### src/rtl/cv32e40p_clock_gate_ctrl.sv
// Core clock-gate enable controller: sleep handshake, idle drain,
// gated hold, wake settle window and gated-cycle statistics.
module cv32e40p_clock_gate_ctrl #(
   parameter int unsigned IDLE_CYCLES = 4,
   parameter int unsigned WAKE_CYCLES = 2,
   parameter int unsigned STAT_W      = 32
) (
   input  logic              clk_i,
   input  logic              rst_i,
   input  logic              sleep_req_i,
   input  logic              core_busy_i,
   input  logic              wake_i,
   input  logic              force_en_i,
   output logic              clk_en_o,
   output logic              sleep_ack_o,
   output logic              sleeping_o,
   output logic              wake_done_o,
   output logic [STAT_W-1:0] gated_cnt_o
);

   localparam int unsigned MAXC =
      (IDLE_CYCLES > WAKE_CYCLES) ? IDLE_CYCLES : WAKE_CYCLES;
   localparam int unsigned CW = (MAXC > 1) ? $clog2(MAXC) : 1;

   typedef enum logic [1:0] {
      RUN,
      DRAIN,
      GATED,
      WAKE
   } state_e;

   state_e              state_q, state_d;
   logic [CW-1:0]       cnt_q, cnt_d;
   logic                en_q, en_d;
   logic                wd_q, wd_d;
   logic [STAT_W-1:0]   gcnt_q, gcnt_d;

   always_comb begin
      state_d = state_q;
      cnt_d   = cnt_q;
      unique case (state_q)
         RUN: begin
            if (sleep_req_i && !wake_i) begin
               state_d = DRAIN;
               cnt_d   = '0;
            end
         end
         DRAIN: begin
            if (wake_i || !sleep_req_i) begin
               state_d = RUN;
            end else if (core_busy_i) begin
               cnt_d = '0;
            end else if (cnt_q == CW'(IDLE_CYCLES - 1)) begin
               state_d = GATED;
            end else begin
               cnt_d = cnt_q + 1'b1;
            end
         end
         GATED: begin
            if (wake_i || !sleep_req_i) begin
               state_d = WAKE;
               cnt_d   = '0;
            end
         end
         WAKE: begin
            if (cnt_q == CW'(WAKE_CYCLES - 1)) begin
               state_d = RUN;
            end else begin
               cnt_d = cnt_q + 1'b1;
            end
         end
         default: state_d = RUN;
      endcase
   end

   // Enable and wake pulse are registered from the next state so that
   // they line up with the state they describe.
   always_comb begin
      en_d   = (state_d != GATED);
      wd_d   = (state_q == WAKE) && (state_d == RUN);
      gcnt_d = gcnt_q;
      if (state_q == GATED && !(&gcnt_q)) begin
         gcnt_d = gcnt_q + 1'b1;
      end
   end

   always_ff @(posedge clk_i) begin
      if (rst_i) begin
         state_q <= RUN;
         cnt_q   <= '0;
         en_q    <= 1'b1;
         wd_q    <= 1'b0;
         gcnt_q  <= '0;
      end else begin
         state_q <= state_d;
         cnt_q   <= cnt_d;
         en_q    <= en_d;
         wd_q    <= wd_d;
         gcnt_q  <= gcnt_d;
      end
   end

   assign clk_en_o    = en_q | force_en_i;
   assign sleep_ack_o = (state_q == GATED);
   assign sleeping_o  = (state_q == GATED) || (state_q == WAKE);
   assign wake_done_o = wd_q;
   assign gated_cnt_o = gcnt_q;

endmodule

### config.mk
export PLATFORM = sky130hd
export DESIGN_NAME = cv32e40p_clock_gate_ctrl
export DESIGN_NICKNAME = d
export VERILOG_FILES = /design/src/rtl/cv32e40p_clock_gate_ctrl.sv
export SDC_FILE = /design/constraint.sdc
export NUM_CORES = 1
export LEC_CHECK = 0
export BUFFER_PORTS_ARGS = -buffer_cell sky130_fd_sc_hd__buf_2
export CAP_MARGIN = 30
export CORE_AREA = 2 2 62 64
export CTS_BUF_LIST = sky130_fd_sc_hd__clkbuf_16
export DETAILED_ROUTE_END_ITERATION = 6
export DIE_AREA = 0 0 64 66
export PLACE_DENSITY_LB_ADDON = 0.3
export SYNTH_ARGS = -nofsm -noshare
export SYNTH_HDL_FRONTEND = slang
export SYNTH_SLANG_ARGS = --single-unit
### constraint.sdc
create_clock -name clk_i -period 3.9 [get_ports clk_i]
set_clock_uncertainty 0.15 [all_clocks]
set_input_delay 0.585 -clock clk_i [delete_from_list [all_inputs] [get_ports clk_i]]
set_output_delay 0.585 -clock clk_i [all_outputs]
set_load 0.005 [all_outputs]
**Word-level counts from Yosys, hierarchy flattened**

Index checks and enable logic that the tools add are counted.

- Bitwise operators: 1
- Reduce and logical (&&, ||, !) cells: 12
- Add/sub/neg operators: 2
- Multiplexer cells: 14
- Eq/ne operators: 11

Operators by type and width:

| kind | number |
|---|---|
| $add 32x1->32 const B | 1 |
| $reduce_and 32->1 | 1 |
| $mux 2 | 12 |
| $pmux 2 s4 | 2 |
| $ne 2x2->1 const B | 4 |
| $eq 2x2->1 const B | 3 |
| $reduce_and 5->1 | 1 |
| $eq 2x1->1 const B | 2 |
| $logic_not 2->1 | 2 |
| $logic_and 1x1->1 | 3 |
| $logic_not 1->1 | 3 |
| $ne 3x3->1 const B | 1 |
| $add 2x1->2 const B | 1 |
| $logic_or 1x1->1 | 2 |
| $ne 2x1->1 const B | 1 |
| $or 1x1->1 | 1 |

- Input port bits: 6
- Flip-flop bits (word level): 38
- Word-level logic and storage cells: 45
- Output and inout bits: 36

**Longest topological paths before layout**

- Depth in word-level cells: 7
- Depth in mapped cells: 8
- Mapped depth without buffers: 7

**Worst setup path before layout**

No wires, ideal clock.

- Path type: register -> register
- Start point: reg gcnt_q[17] (netlist: gated_cnt_o[17])
- End point: reg gcnt_q[3] (netlist: gated_cnt_o[3])
- Cell stages (with the launch flop): 8
- Arrival time: 1.742 ns
- Setup time: 0.121 ns
- Setup slack: 1.888 ns
- Required time: 3.629 ns
- Period minus slack after synthesis: 2.012 ns
- Path buffers: 2
- Cell sequence: dfxtp_1 > nand4_4 > or3_1 > buf_4 > nor3_2 > buf_4 > nor3_1 > mux2_2

- Cells in the longest elaborated chain, start to end: 3

RTL lines:

| what | line | RTL |
|---|---|---|
| start: declaration | 36 | `logic [STAT_W-1:0] gcnt_q, gcnt_d;` |
| start signal: assignment | 99 | `gcnt_q <= gcnt_d;` |
| $reduce_and 32->1 | 82 | `if (state_q == GATED && !(&gcnt_q)) begin` |
| $logic_not 1->1 | 82 |  |
| $logic_and 1x1->1 | 82 |  |

No other way between the ends.
A chain may end at the register's enable or synchronous reset.

**Final worst setup path**

- Start point: reg gcnt_q[17] (netlist: gated_cnt_o[17])
- End point: reg gcnt_q[4] (netlist: gated_cnt_o[4])

Same word-level chain as after synthesis.

==> flow_summary.toml <==
[floorplan]
dieWidth_um = 64
io_pins = 42
core-area_um2 = 3550
die_area_um2 = 4220
placementRows = 22
initial_core_util_pct = 55.1
fp.dieH_um = 66

[clocking]
tritoncts = "yes"
postCtsHoldBufs = 0
ctsLongestPathBuffers = 2
clock_latency_ps = 280
clkSinkCount = 38
cts_buffers = 5
cts.repair_timing.setup_buffer_count = 0
worst_setup_hold_path_clk_slew_ps = 50
cts_max_level = 2
clock-root-buffer = "clkbuf_16"
post_cts.resized_instances = 0

[detailed_routing]
drc_violations_left = 0
post_drt_wl_per_cell_um = 12.5
drtAntennaViolNets = 0
first_pass_iters = 4
vias = 1782
initialDrtViolationCount = 87
wirelength_mm = 3.95
vias_per_cell = 5.62

[timing]
drv_slew = 0
final_hold_viol_count = 0
worstMarginPinSlew_ps = 877
totalNegativeSetupSlack_ps = 0
final.period_utilization_pct = 67.8
finalSetupViolCount = 0
min_period_ps = 2640
max_slew_margin_pct = 41.2
timing.final.ws_setup_ps = 1260
maximum_clock_rate_mhz = 378
rsz_0062_raised_after_global_routing = "false"
fin_hold_ws_ps = 321

[power]
p_leak_nw = 0.908
power-per-cell-area_nw_per_um2 = 343
vdd_drop_max_mv = 0.213

[worst_setup_path]
critPathArrivalTime_ps = 2670
worstPathRequired_ps = 3920
critPathKind = "flip-flop to flip-flop"
critical_path_peak_fanout = 20
rr_startpoint = "gated_cnt_o[17]$_SDFFE_PP0P_"
setup.worst_path.start = "gated_cnt_o[17]$_SDFFE_PP0P_"
timing.critical_path.to_type = "flip-flop"
critPathLaunchType = "flip-flop"

[yosys]
async_reset_ff_share_pct = 0
synth_top_cell_by_area = "dfxtp_1"
seq_area_frac_synth_pct = 38.9
mappedNetlistNets = 240
syn_area_um2 = 1960
synth.yosys.warnings = 0
synth-edff-count = 0
post_synth_main_area_contributors = "dfxtp_1, a21oi_1, or3_1"
post_synth_inst_count = 231
synth_common_cells = "dfxtp_1, a21oi_1, nand2_1, o21ai_0, or3_1"
ys_dominant_reg_cell = "dfxtp_1"
synthMostInstantiatedCell = "dfxtp_1"
yosysUniqueCellTypes = 44
postSynthRegisterBits = 38
postSynthAreaPerCell_um2 = 8.47
yosysTopAreaCellShare_pct = 38.9

[finish]
drive_gt1_share_pct = 23.0
num_antenna_cells = 0
stdcell_count = 317
areaGrowthSynthToFinish_pct = 16.6
number_of_nets_in_the_finished_design = 277
layout.filler_cells = 322

[flow_run]
drv.max_cap_violation_count = 0

[placed_design]
global_placer_s_final_weighted_congestion = 0.752
preCtsSetupSlack_ps = 1260
dpl.hpwl_mm = 2.71
numPlacedInstances = 309
port_buffers = 41

[global_routing]
grt_antenna_before_repair = 0
global_route.overflow_total = 0
grt_start_max_net_pins = 44
via_count_of_the_first_global_routing_pass = 1534
grt_pass1_wl_mm = 6.90
gr-usage-all-layers_pct = 21.1

[hold_path]
hold_path.startpoint = "cnt_q[1]$_SDFFE_PP0P_"
worstHoldPathType = "flip-flop to flip-flop"

[run_status]
run_status = "complete, no violations"
[critical path, cell delays in order, from the launching register on]
cell and delay, ps:
dfxtp_1 440, nand4_4 190, or3_1 540, nor3_2 780, nor3_1 120, mux2_2 300
[layer usage]
layer	vias up	GRT usage, %	part of all wire, %
met3	6	6.81	5.2
met1	818	25.9	46
met4	0	10.1	1.9
met2	36	33.5	46
met5	-	0	0
li1	922	-	-
[kinds of logic (layout without fill, tap and decap cells)]
kind of cell	count (synthesis)	count (layout)	synth area share, %
AND/OR/NAND/NOR	105	105	31.9
buffers and inverters	18	56	5.31
XOR/XNOR	3	3	1.34
AO/OA/AOI/OAI	60	60	18.4
adder cells (fa/ha/maj)	3	3	1.92
flip-flops	38	38	38.9
multiplexers	4	4	2.30
[area by class of cell]
type / count / area (µm²) / share of cell area (%)
sequential: 38 / 761 / 33.3
inverter: 7 / 26.3 / 1.15
clock inverter: 3 / 12.5 / 0.548
clock buffer: 5 / 125 / 5.48
multi-input combinational: 175 / 1090 / 47.9
tap: 48 / 60.1 / 2.63
timing repair buffer: 41 / 205 / 8.99
[final timing paths]
path / to / cells past startpoint / slack, ps
max: gated_cnt_o[4]$_SDFFE_PP0P_ / 5 / 1260
max reg2reg: gated_cnt_o[4]$_SDFFE_PP0P_ / 5 / 1260
min: cnt_q[1]$_SDFFE_PP0P_ / 2 / 320
min reg2reg: cnt_q[1]$_SDFFE_PP0P_ / 2 / 320
[per-stage QoR]
stage               area, µm²  util (%)  power, mW
finish                   2280      64.3      0.784
global route             2280      64.3      0.810
CTS                      2280      64.3      0.792
detailed placement       2140      60.4      0.411
global placement         2140      60.4      0.411
floorplan                1960         -      0.407
[flip-flops by register name (all words and copies together) (netlist names)]
name	cells
en_q	1
gated_cnt_o	32
wake_done_o	1
cnt_q	2
state_q	2
[report_power, final]
group / internal (mW) / switching, mW / total [mW]
sequential: 0.389 / 0.000551 / 0.389
clock: 0.231 / 0.150 / 0.381
combinational: 0.00399 / 0.00936 / 0.0134
total: 0.624 / 0.160 / 0.784
[layout by cell type, fill, tap and decap left out, drive strengths merged, types with 3 or more instances in the layout]
master | netlist | routed
buf | 7 | 41
dfxtp | 38 | 38
a21oi | 26 | 26
or3 | 21 | 21
nand2 | 18 | 18
o21ai | 18 | 18
nor2 | 15 | 15
nand3 | 12 | 12
inv | 7 | 8
nand4 | 7 | 7
nor3 | 7 | 7
o31ai | 5 | 5
or4 | 5 | 5
clkbuf | 3 | 5
nor2b | 4 | 4
mux2 | 4 | 4
and3 | 3 | 3
and2 | 3 | 3
xnor2 | 3 | 3
ha | 3 | 3
nand2b | 3 | 3
Note: power is estimated with default switching activity, not from simulation.
